`config.mk`:
```
export PLATFORM = sky130hd
export DESIGN_NAME = mem_wb_stage
export DESIGN_NICKNAME = d
export VERILOG_FILES = /design/src/rtl/cpu_pkg.sv /design/src/rtl/mem_lane_steer.sv /design/src/rtl/mem_wb_stage.sv
export SDC_FILE = /design/constraint.sdc
export NUM_CORES = 1
export LEC_CHECK = 0
export CAP_MARGIN = 10
export CORE_ASPECT_RATIO = 1.25
export CORE_UTILIZATION = 40
export DETAILED_ROUTE_END_ITERATION = 12
export PLACE_DENSITY = 0.74
export SLEW_MARGIN = 25
export SYNTH_ARGS = -nofsm -noshare
export SYNTH_HDL_FRONTEND = slang
export SYNTH_SLANG_ARGS = --single-unit
```
`constraint.sdc`:
```
create_clock -name clk -period 2.79 [get_ports clk]
set_input_delay 0.279 -clock clk [delete_from_list [all_inputs] [get_ports clk]]
set_output_delay 0.279 -clock clk [all_outputs]
set_load 0.005 [all_outputs]
```
`src/rtl/cpu_pkg.sv`:
```
// Shared CPU definitions: ALU-stage result bundle, memory/write-back FSM states
// and the memory access size codes carried in mem_read / mem_write.
package cpu_pkg;

    localparam int CPU_ADDR_W = 24;

    // Access size codes; 2'b11 is treated as a word access as well.
    localparam logic [1:0] SZ_NONE = 2'b00;
    localparam logic [1:0] SZ_BYTE = 2'b01;
    localparam logic [1:0] SZ_WORD = 2'b10;

    typedef struct packed {
        logic [15:0]           data_out;
        logic [1:0]            reg_write;
        logic [3:0]            reg_dest;
        logic                  setPC;
        logic [1:0]            mem_read;
        logic [1:0]            mem_write;
        logic [CPU_ADDR_W-1:0] mem_addr;
    } alu_signals;

    typedef enum logic [1:0] {
        IDLE = 2'd0,
        ACC1 = 2'd1,
        ACC2 = 2'd2,
        WB   = 2'd3
    } mws_state_t;

    function automatic logic size_is_word(input logic [1:0] sz);
        return sz[1];
    endfunction

endpackage

```
`src/rtl/mem_lane_steer.sv`:
```
// Lane steering for the 16-bit little-endian bus: byte enables, replicated
// write data and extraction of the addressed byte from the read data.
module mem_lane_steer (
    input  logic        a0,
    input  logic        word,
    input  logic [15:0] wsrc,
    input  logic [15:0] rdata,
    output logic [1:0]  be,
    output logic [15:0] wdata,
    output logic [15:0] rval
);

    // Word accesses use both lanes as-is; byte accesses select the lane by a0.
    always_comb begin
        be    = 2'b11;
        wdata = wsrc;
        rval  = rdata;
        if (!word) begin
            be    = a0 ? 2'b10 : 2'b01;
            wdata = {wsrc[7:0], wsrc[7:0]};
            rval  = {8'h00, (a0 ? rdata[15:8] : rdata[7:0])};
        end
    end

endmodule

```
`src/rtl/mem_wb_stage.sv`:
```
// Memory / write-back stage. Latches the ALU bundle on en, performs up to two
// bus cycles (odd-address words split into two byte cycles), then pulses the
// register-file and PC write strobes together with done.
module mem_wb_stage
    import cpu_pkg::*;
#(
    parameter int ADDR_W      = 24,  // 17..CPU_ADDR_W
    parameter bit SPLIT_MISAL = 1'b1
) (
    input  logic              clk,
    input  logic              rst_n,
    input  logic              en,
    input  alu_signals        ctl_in,
    input  logic [ADDR_W-1:0] pc_in,
    output logic              busy,
    output logic              done,
    output logic              bus_req,
    output logic              bus_we,
    output logic [1:0]        bus_be,
    output logic [ADDR_W-1:0] bus_addr,
    output logic [15:0]       bus_wdata,
    input  logic [15:0]       bus_rdata,
    input  logic              bus_ack,
    output logic [1:0]        rf_we,
    output logic [3:0]        rf_reg,
    output logic [15:0]       rf_data,
    output logic              pc_we,
    output logic [ADDR_W-1:0] pc_value
);

    localparam int PCH_W = ADDR_W - 16;

    mws_state_t        state_q, state_d;
    alu_signals        ctl_q, ctl_d;
    logic [PCH_W-1:0]  pch_q, pch_d;
    logic [15:0]       rd_q, rd_d;

    logic              is_rd, is_wr, is_word, split, lane_word, in_mem;
    logic [1:0]        sz;
    logic [ADDR_W-1:0] addr_a, cyc_addr;
    logic [15:0]       wsrc;
    logic [1:0]        lane_be;
    logic [15:0]       lane_wdata, lane_rval;

    // Only the upper PC bits feed pc_value; the low half is replaced by data.
    logic unused_pc_lo;
    assign unused_pc_lo = ^pc_in[15:0];

    // Decode the latched bundle and the address of the current bus cycle.
    always_comb begin
        is_rd     = |ctl_q.mem_read;
        is_wr     = !is_rd && (|ctl_q.mem_write);
        sz        = is_rd ? ctl_q.mem_read : ctl_q.mem_write;
        is_word   = size_is_word(sz);
        addr_a    = ctl_q.mem_addr[ADDR_W-1:0];
        split     = SPLIT_MISAL && is_word && addr_a[0];
        lane_word = is_word && !split;
        cyc_addr  = (state_q == ACC2) ? addr_a + {{(ADDR_W-1){1'b0}}, 1'b1} : addr_a;
        wsrc      = (state_q == ACC2) ? {8'h00, ctl_q.data_out[15:8]} : ctl_q.data_out;
        in_mem    = (|ctl_in.mem_read) || (|ctl_in.mem_write);
    end

    mem_lane_steer u_steer (
        .a0    (lane_word ? 1'b0 : cyc_addr[0]),
        .word  (lane_word),
        .wsrc  (wsrc),
        .rdata (bus_rdata),
        .be    (lane_be),
        .wdata (lane_wdata),
        .rval  (lane_rval)
    );

    // Next-state logic: accept en in IDLE, advance bus cycles on ack, collect read bytes.
    always_comb begin
        state_d = state_q;
        ctl_d   = ctl_q;
        pch_d   = pch_q;
        rd_d    = rd_q;
        unique case (state_q)
            IDLE: begin
                if (en) begin
                    ctl_d   = ctl_in;
                    pch_d   = pc_in[ADDR_W-1:16];
                    rd_d    = 16'h0000;
                    state_d = in_mem ? ACC1 : WB;
                end
            end
            ACC1: begin
                if (bus_ack) begin
                    if (is_rd) rd_d = lane_rval;
                    state_d = split ? ACC2 : WB;
                end
            end
            ACC2: begin
                if (bus_ack) begin
                    if (is_rd) rd_d[15:8] = lane_rval[7:0];
                    state_d = WB;
                end
            end
            WB: state_d = IDLE;
            default: state_d = IDLE;
        endcase
    end

    // State and bundle registers; reset drops any bus cycle immediately.
    always_ff @(posedge clk or negedge rst_n) begin
        if (!rst_n) begin
            state_q <= IDLE;
            ctl_q   <= '0;
            pch_q   <= '0;
            rd_q    <= '0;
        end else begin
            state_q <= state_d;
            ctl_q   <= ctl_d;
            pch_q   <= pch_d;
            rd_q    <= rd_d;
        end
    end

    // Bus outputs: driven only while a request is outstanding, zero otherwise.
    always_comb begin
        bus_req   = (state_q == ACC1) || (state_q == ACC2);
        bus_we    = bus_req && is_wr;
        bus_be    = bus_req ? lane_be : 2'b00;
        bus_addr  = bus_req ? {cyc_addr[ADDR_W-1:1], 1'b0} : '0;
        bus_wdata = bus_we ? lane_wdata : 16'h0000;
    end

    // Write-back outputs: valid only in the single WB cycle.
    always_comb begin
        busy     = (state_q != IDLE);
        done     = (state_q == WB);
        rf_we    = 2'b00;
        rf_reg   = 4'h0;
        rf_data  = 16'h0000;
        pc_we    = 1'b0;
        pc_value = '0;
        if (done) begin
            rf_we    = is_rd ? (is_word ? 2'b11 : 2'b01) : ctl_q.reg_write;
            rf_reg   = ctl_q.reg_dest;
            rf_data  = is_rd ? rd_q : ctl_q.data_out;
            pc_we    = ctl_q.setPC;
            pc_value = {pch_q, ctl_q.data_out};
        end
    end

endmodule

```
==> results.txt <==
Num rows -> 44
Largest net degree at the start of global routing -> 78
Hold crit path type -> input port to asynchronous set/reset pin
Area share of the largest cell type after synthesis -> 39.5%
Warnings from Yosys -> 0
First-pass GRT wire length -> 24300 um
Max VDD drop -> 483 uV
Post-DRT Antenna Nets -> 0
Initial Util -> 41.6%
CTS buffer count -> 9
H-tree levels -> 3
Cells after synthesis -> 513
Vias per cell -> 5.61
Routed vias -> 4812
IO Pins -> 188
Vias in the first global route -> 4852
Startpoint types -> register
Flop pwr share -> 27.4%
CTS tree -> done
Synth cell types -> 50
WHS -> -24.6 ps
Sw Ratio -> 39.9%
Net switching power figure -> 3.24 mW
Clk slew on worst S/H paths -> 60 ps
Total GRT Usage -> 24.5%
Detailed Routing Iterations Pass 1 -> 5
Sequential fraction of the synthesis area -> 39.5%
# DRC -> 0
Avg Inst Size Synth -> 9.51 um2
Routed len/inst -> 18.3 um
Final Util -> 62.4%
# nets final -> 792
Synth area leaders -> dfrtp_1, mux2_2, mux2i_1
Initial antenna violation count -> 1
Most common cell in the synthesized netlist -> dfrtp_1
CTS root buf -> clkbuf_16
WP data arrival -> 2540 ps
Total of flip-flops plus latches after synthesis -> 77
Slew margin rel. -> 44.0%
Final period util -> 101%
Int Pwr -> 4.88 mW
Area leader, netlist -> dfrtp_1
Min Tclk post-route -> 2820 ps
Core ar. -> 0.0117 mm2
Async set or reset register ratio after synthesis -> 100%
Part of the power in the clock network -> 14.1%
Crit Path Class -> register to primary output
Port-buffer cells -> 170
CTS Buffer Depth -> 2
Total grt overflow -> 0
Final Hold Viols -> 28
Post-synth EDFFs -> 0
Routed WL -> 15700 um
P_leak -> 2.93 nW
Clk_lat worst skew -> 340 ps
Worst Skew -> 5.94 ps
Fmax -> 0.355 GHz
Die width -> 101 um
# setup viols final -> 2
RSZ-0062 raised after global routing -> true
Main flop type after synthesis -> dfrtp_1
Post-Syn Nets -> 613
Total negative slack -> -47.0 ps
Max-Cap Viols -> 0
Critical Path Sink Type -> primary output
Drt initial violations -> 290
Worst Path Required -> 2510 ps
Combinational power share -> 58.4%
Die height -> 125 um
Die Area -> 0.0126 mm2
Dpl hpwl -> 11100 um
Area delta synth->final -> 50.0%
Share of post-route cells with drive strength above 1 -> 21.1%
Mapped cell area -> 0.00488 mm2
Failing checks -> hold timing, setup timing
Power, Total -> 8.11 mW
CP Max Fanout -> 4
Actual slew at the worst max-slew pin -> 833 ps
Outcome -> complete, but fails checks
Top cells by count, synth -> dfrtp_1, mux2_2, nand2_1, and2_1
Final GP Congestion -> 0.854
Final WS setup -> -27.4 ps
Pwr per Cell Area -> 1110 mW/mm2
Clk sinks -> 77
Pins over their slew limit -> 0
[state kept, by name, indices dropped and copies added, names as in the netlist]
name	cells
ctl_q	27
addr_a	24
rd_q	16
pch_q	8
state_q	2
[placed cells by master (no fill, tap or decap), drive strengths merged, types with 4 or more instances in the layout]
cell type,n
o311a,7
xnor2,7
mux2,59
a211oi,10
nor3,5
and2,30
nand3,14
buf,36
inv,17
a21oi,20
o31ai,7
nand2b,4
clkbuf,10
a22oi,7
a21boi,17
nand4,14
dfrtp,77
nand2,47
nor2,25
nor4,5
nor2b,6
o21ai,16
o211ai,16
clkdlybuf4s50,162
mux2i,20
or4,9
or3,5
ha,5
dlygate4sd2,5
a22o,8
[stage by stage]
| step | cell area [um2] | setup slack (ps) | hold WS, ps | cells |
|---|---|---|---|---|
| 2_1_floorplan | 4880 | 624 | -16.6 | 513 |
| 5_1_grt | 7320 | -74.7 | 49.7 | 858 |
| 4_1_cts | 7210 | 0.438 | 152 | 850 |
| 3_3_place_gp | 6770 | 174 | 480 | 823 |
| 3_5_place_dp | 6770 | 103 | 487 | 823 |
| 6_report | 7320 | -27.4 | -24.6 | 858 |
[logic make-up (layout without fill, tap and decap cells)]
| kind of cell | Yosys count | after routing | synth area share, % |
|---|---|---|---|
| AOI/OAI and AO/OA | 117 | 117 | 16.8 |
| xor gates and xnor gates | 10 | 10 | 1.79 |
| adders and majority gates | 5 | 5 | 1.28 |
| buffers and inverters | 54 | 237 | 4.31 |
| DFF | 77 | 77 | 39.5 |
| muxes | 79 | 79 | 17.7 |
| other | 1 | 2 | 0.0768 |
| and+or+nand+nor | 170 | 170 | 18.5 |
[final cells by class]
| type | count | area (um2) |
|---|---|---|
| multi-input combinational | 382 | 2850 |
| clock inverter | 5 | 52.6 |
| timing repair buffer | 205 | 1980 |
| inverter | 17 | 66.3 |
| tap | 161 | 201 |
| clock buffer | 10 | 229 |
| sequential | 77 | 1930 |
| antenna | 1 | 2.50 |
| fill | 974 | 4410 |
[worst max-delay path: stages (launching register included)]
cell and delay, ps:
dfrtp_1 410, nand3_1 110, or4_4 550, buf_4 170, or4_1 490, a21oi_1 190
dlygate4sd2_1 270
[per-layer routing]
metal | share of wire (%) | global-route usage [%] | up-vias
li1 | - | - | 2219
met1 | 39 | 28.7 | 2319
met2 | 50 | 40.9 | 215
met3 | 6.3 | 5.09 | 59
met4 | 4.6 | 15.1 | 0
met5 | 0 | 0 | -
[worst paths after layout]
kind	endpoint	cells past startpoint	slack, ps	startpoint
worst max-delay path	bus_addr[22]	6	-30	addr_a[14]$_DFFE_PN0P_
worst min-delay path	addr_a[9]$_DFFE_PN0P_	1	-20	rst_n
worst max register to register	rd_q[12]$_DFFE_PN0P_	6	520	state_q[1]$_DFFE_PN0P_
worst min register to register	pch_q[6]$_DFFE_PN0P_	1	500	pch_q[6]$_DFFE_PN0P_
max in group asynchronous	rd_q[14]$_DFFE_PN0P_	1	2310	rst_n
min in group clk	pch_q[6]$_DFFE_PN0P_	1	500	pch_q[6]$_DFFE_PN0P_
[power groups by stage]
stage / clock, mW / sequential (mW) / combinational [mW]
finish: 1.15 / 2.23 / 4.74
detailed placement: 0 / 2.25 / 4.41
global placement: 0 / 2.21 / 4.31
global route: 1.20 / 2.30 / 5.10
CTS: 1.16 / 2.21 / 4.60
floorplan: 0 / 2.05 / 2.50
[what timing repair did]
item / in CTS / in global routing
setup buffers: 12 / 7
resized for setup: 28 / 13
hold buffers: 0 / 0
gates cloned: 0 / 0
setup endpoints to repair: 23 / 16
pin swaps: 4 / 2
(Power assumes the default switching activity.)
==> patch 1: new RTL, same settings <==
Take the reset off `rd_q` and load it in a clocked block of its own.
--- a/src/rtl/mem_wb_stage.sv
+++ b/src/rtl/mem_wb_stage.sv
@@ -109,11 +109,13 @@
             ctl_q   <= '0;
             pch_q   <= '0;
-            rd_q    <= '0;
         end else begin
             state_q <= state_d;
             ctl_q   <= ctl_d;
             pch_q   <= pch_d;
-            rd_q    <= rd_d;
         end
+    end
+
+    always_ff @(posedge clk) begin
+        rd_q <= rd_d;
     end
 
Behaviour: no difference found for any inputs over 10 cycles, from zero or initial values and one cycle with rst_n low; that may be too few to reach the edited logic, so the function may still have changed.
==> patch 1 against the original RTL <==
  * Routed wire length decreased by 14%
  * Design area decreased by 2.0%
  * Via count decreased by 10%
  * Count of clock-buffer cells in the layout increased by 2
  * Synthesized area decreased by 2.9%
  * Non-clock buffer count decreased by 1
  * Worst setup slack improved by 0.091 ns
  * Sequential cell count unchanged
  * Register-to-register slack got worse by 0.11 ns
  * Combinational power decreased by 6.1%
  * Power decreased by 0.80%
  * Largest power group unchanged
==> patch 1: results (changes against the original RTL) <==
| Metric | Value |
|---|---|
| Number of fill cells | 938 (was 974) |
| Reg area | 0.00201 mm² (was 0.00193 mm²) |
| Top post-synthesis cells by count | 67 x mux2_2, 61 x dfrtp_1, 61 x nand2_1 (was 77 x dfrtp_1, 59 x mux2_2, 47 x nand2_1) |
| Setup Skew | 0.00539 ns (was 0.00594 ns) |
| Total track usage | 22.1% (was 24.5%) |
| Asr flop ratio synth | 79.2% (was 100%) |
| Routed WL per cell | 16.7 µm (was 18.3 µm) |
| Pin count of the biggest net entering global routing | 49 (was 78) |
| Multi-Input Combinational | 360 (was 382) |
| Clock tree buffer count of the final layout | 12 (was 10) |
| Clock-cell share | 4.48% (was 3.85%) |
| Antenna violations before repair | 0 (was 1) |
| Sw Pwr | 2.97 mW (was 3.24 mW) |
| Critical path data arrival time | 2.45 ns (was 2.54 ns) |
| Starting DRT DRC Count | 125 (was 290) |
| Max rail drop VDD | 0.627 mV (was 0.483 mV) |
| Global-route wire length before repair | 21300 µm (was 24300 µm) |
| GPL Wtd Cong | 0.898 (was 0.854) |
| Footprint of the multi-input gates | 0.00266 mm² (was 0.00285 mm²) |
| Post-synth EDFFs | 16 (was 0) |
| Seq/Total Area, Yosys | 42.4% (was 39.5%) |
| Comb pwr | 4.45 mW (was 4.74 mW) |
| Synth area leaders | dfrtp_1 32%, mux2_2 16%, edfxtp_1 10%, and2_1 5.0%, nand2_1 4.8% (was dfrtp_1 39%, mux2_2 14%, mux2i_1 4.1%, and2_1 3.8%, nand2_1 3.6%) |
| Hpwl dp | 9560 µm (was 11100 µm) |
| Status | complete, no violations (was finished, violations left) |
## patch 1: cell types whose count changed after synthesis, moves of 8 or more
cell,delta
dfrtp_1,-16
edfxtp_1,+16
mux2_2,+8
nand4_1,-9
nand2_1,+14
o211ai_1,-13
a21oi_1,-8
and2_1,+8
nor2_1,-9
a21boi_1,+8
## patch 1: logic make-up after synthesis
kind of cell               synth area share [%]
and+or+nand+nor                            17.9
AOI/OAI and AO/OA                          13.1
muxes                                      19.7
DFF                                        42.4
buffers and inverters                      3.70
xor gates and xnor gates                   1.85
adders and majority gates                  1.32
other                                    0.0792
## patch 1: worst paths after layout
check	to	slack [ns]	depth (start not counted)
setup / recovery	bus_addr[18]	0.06	8
hold / removal	addr_a[15]$_DFFE_PN0P_	0.41	2
setup reg to reg	state_q[0]$_DFFE_PN0P_	0.41	8
hold reg to reg	pch_q[6]$_DFFE_PN0P_	0.50	1
max in group asynchronous	ctl_q[43]$_DFFE_PN0P_	1.62	3
min in group clk	pch_q[6]$_DFFE_PN0P_	0.50	1
## patch 1: layer usage
| metal | vias up | wire length, µm | global-route usage [%] |
|---|---|---|---|
| met1 | 2074 | 5470 | 25.8 |
| met4 | 0 | 195 | 7.63 |
| li1 | 2081 | - | - |
| met3 | 18 | 767 | 4.77 |
| met5 | - | 0 | 0 |
| met2 | 141 | 7020 | 40.0 |
## patch 1: repair_timing
item / in CTS / in global routing
hold buffers: 1 / 0
endpoints found under the hold margin: 17 / 0
setup endpoints to repair: 21 / 20
resized for setup: 30 / 19
pin swaps: 7 / 3
setup buffers: 12 / 3
gates cloned: 1 / 0
## patch 1: stage by stage
stage,instances,instance area (µm²)
global route,805,7170
global placement,773,6630
CTS,803,7090
floorplan,480,4740
finish,805,7170
detailed placement,773,6630
==> patch 2: new RTL, same flow settings <==
Made on the original files. `SPLIT_MISAL`: 1'b1 -> 1'b0.
--- a/src/rtl/mem_wb_stage.sv
+++ b/src/rtl/mem_wb_stage.sv
@@ -6,5 +6,5 @@
 #(
     parameter int ADDR_W      = 24,  // 17..CPU_ADDR_W
-    parameter bit SPLIT_MISAL = 1'b1
+    parameter bit SPLIT_MISAL = 1'b0
 ) (
     input  logic              clk,
Formal check against the unedited RTL: not equivalent (Yosys sat finds a counterexample within 4 cycles, from zero or initial values and one cycle with rst_n low).
==> patch 2 against the original RTL <==
  * The run ends with negative hold slack left
  * Sequential cell count unchanged
  * Power shrank 0.21%
  * First-iteration DRC count is 38% lower
  * Synthesized area decreased by 2.7%
  * Utilization decreased by 0.69 points
  * Global-route usage increased by 0.14 points
  * Worst setup slack improved by 0.073 ns
  * Non-clock buffer count up 3
  * Synthesized cell count is 3.1% lower
  * Via count is 3.5% lower
  * Routed wire length decreased by 3.5%
  * Design area decreased by 2.5%
==> patch 2: results (changes against the original RTL) <==
| Metric | Value |
|---|---|
| Cells after Synth | 497 (was 513) |
| CTS root buffer | clkbuf_16 (unchanged) |
| Vias in the first global route | 4547 (was 4852) |
| Worst-Skew Late Latency | 0.34 ns (about the same) |
| Biggest register | ctl_q (unchanged) |
| Synth area leaders | dfrtp_1 41%, mux2_2 14%, nand2_1 4.3%, and2_1 3.8%, mux2i_1 3.6% (was dfrtp_1 39%, mux2_2 14%, mux2i_1 4.1%, and2_1 3.8%, nand2_1 3.6%) |
| Setup Skew | 0.00776 ns (was 0.00594 ns) |
| Hpwl dp | 10600 µm (was 11100 µm) |
| Pre-Repair DR Iteration Count | 5 (unchanged) |
| Critical path's largest stage delay | 0.55 ns (about the same) |
| Port Buffers | 170 (unchanged) |
| Pin count of the biggest net entering global routing | 78 (unchanged) |
| Reg2Reg Launch Point | state_q[0]$_DFFE_PN0P_ (was state_q[1]$_DFFE_PN0P_) |
| CTS clock-pin slew for the worst setup and hold paths | 0.06 ns (about the same) |
| Violated checks | negative hold slack (was negative hold slack, negative setup slack) |
| Share of cells above drive strength 1 | 19.9% (was 21.1%) |
| Register-to-Register Path Depth | 8 (was 6) |
| GPL Wtd Cong | 0.845 (was 0.854) |
| CTS Buf Count | 9 (unchanged) |
| Seq/Total Area, Yosys | 40.6% (was 39.5%) |
| Dpl ws | 0.0667 ns (was 0.103 ns) |
| Final Hold Fails | 25 (was 28) |
| Top post-synthesis cells by count | 77 x dfrtp_1, 59 x mux2_2, 54 x nand2_1 (was 77 x dfrtp_1, 59 x mux2_2, 47 x nand2_1) |
| Asr flop ratio synth | 100% (unchanged) |
| Vias/cell | 5.61 (about the same) |
| Reg-to-reg endpoint | rd_q[12]$_DFFE_PN0P_ (unchanged) |
| Routed wire length | 15200 µm (was 15700 µm) |
| Max rail drop VDD | 0.723 mV (was 0.483 mV) |
| Dpl cells | 792 (was 823) |
| Leakage power | 2.85 nW (was 2.93 nW) |
| Ant diodes | 0 (was 1) |
| Rel. slew slack | 52.7% (was 44.0%) |
| Mapped Nets | 599 (was 613) |
| Via count | 4645 (was 4812) |
| Global-route wire length before repair | 23500 µm (was 24300 µm) |
| Total track usage | 24.7% (was 24.5%) |
| Antenna violations before repair | 0 (was 1) |
| Crit-path slowest cell | or4_4 (unchanged) |
| Netlist cell types | 47 (was 50) |
| Status | finished, violations left (unchanged) |
| Critical path data arrival time | 2.47 ns (was 2.54 ns) |
| Ys Warns | 0 (unchanged) |
| CTS H-tree depth | 3 (unchanged) |
| Starting DRT DRC Count | 179 (was 290) |
| CP Max Fanout | 9 (was 4) |
| Reg-to-reg setup timing slack | 0.68 ns (was 0.52 ns) |
| Fin Hold WS | -0.0449 ns (was -0.0246 ns) |
| CP top delay family | simple AND/OR/NAND/NOR gates (unchanged) |
-- patch 2: cell types whose count changed after synthesis, sizes merged, moves of 5 or more --
cell	change
o31ai	-5
o221ai	+8
o211ai	-14
o2bb2ai	+8
o311a	-7
nor2b	-5
a21o	+5
nand2	+7
a22oi	-7
nand3	+10
a211oi	-10
clkbuf	-9
-- patch 2: worst max path at each step --
stage,start,to,slack (ns),depth (start not counted)
global placement,state_q[0]$_DFFE_PN0P_,bus_addr[20],0.08,7
finish,addr_a[4]$_DFFE_PN0P_,bus_addr[19],0.05,6
detailed placement,state_q[0]$_DFFE_PN0P_,bus_addr[20],0.07,7
global route,state_q[0]$_DFFE_PN0P_,bus_addr[20],-0.02,7
floorplan,state_q[0]$_DFFE_PN0P_,bus_addr[17],0.52,8
CTS,state_q[1]$_DFFE_PN0P_,bus_wdata[10],0.004,6
-- patch 2: cell type report --
type                       count  area, µm²
fill                         977       4420
multi-input combinational    372       2690
inverter                      16       63.8
sequential                    77       1930
tap                          138        173
clock inverter                 5       36.3
timing repair buffer         208       2000
timing repair inverter         1       7.51
clock buffer                  11        233
-- patch 2: layer usage --
metal | part of all wire [%] | global-route usage (%)
met1 | 37 | 28.6
met2 | 53 | 44.5
met3 | 6.7 | 4.94
met4 | 2.4 | 10.5
met5 | 0 | 0
-- patch 2: kinds of logic (layout without fill, tap and decap cells) --
kind of cell	after synthesis	count (layout)	synth area share, %
flops	77	77	40.6
simple gates	177	177	19.2
fa+ha+maj	7	7	1.84
other cells	1	1	0.0790
xor+xnor	11	11	2.03
buf+inv	48	241	4.09
compound gates	100	100	14.6
mux	76	76	17.6
-- patch 2: repair_timing --
action                     CTS  global route
resized for setup           16            17
pin swaps                    4             5
setup endpoints to repair   12            27
cloned                       1             0
setup buffers               15             4
-- patch 2: worst reg2reg max path, cell delays in order, from the launching register on --
cell,delay (ns)
dfrtp_1,0.39
inv_2,0.09
ha_4,0.15
buf_6,0.32
o221a_2,0.26
o21ai_1,0.05
buf_4,0.17
nor2_1,0.41
a22o_1,0.21
-- patch 2: through the flow --
stage	utilization, %	hold slack [ns]	TNS, ns	instance area, µm²
2_1_floorplan	-	-0.0166	0	4750
3_3_place_gp	57.5	0.478	0	6650
3_5_place_dp	57.5	0.478	0	6650
4_1_cts	61.0	0.145	0	7060
5_1_grt	61.7	0.0419	-0.0292	7140
6_report	61.7	-0.0449	0	7140
-- patch 2: power by group --
group	switching [mW]	internal [mW]	total (mW)	leakage, nW
registers	0.562	1.64	2.20	0.931
clock network	0.480	0.605	1.09	0.122
logic	2.18	2.63	4.81	1.80
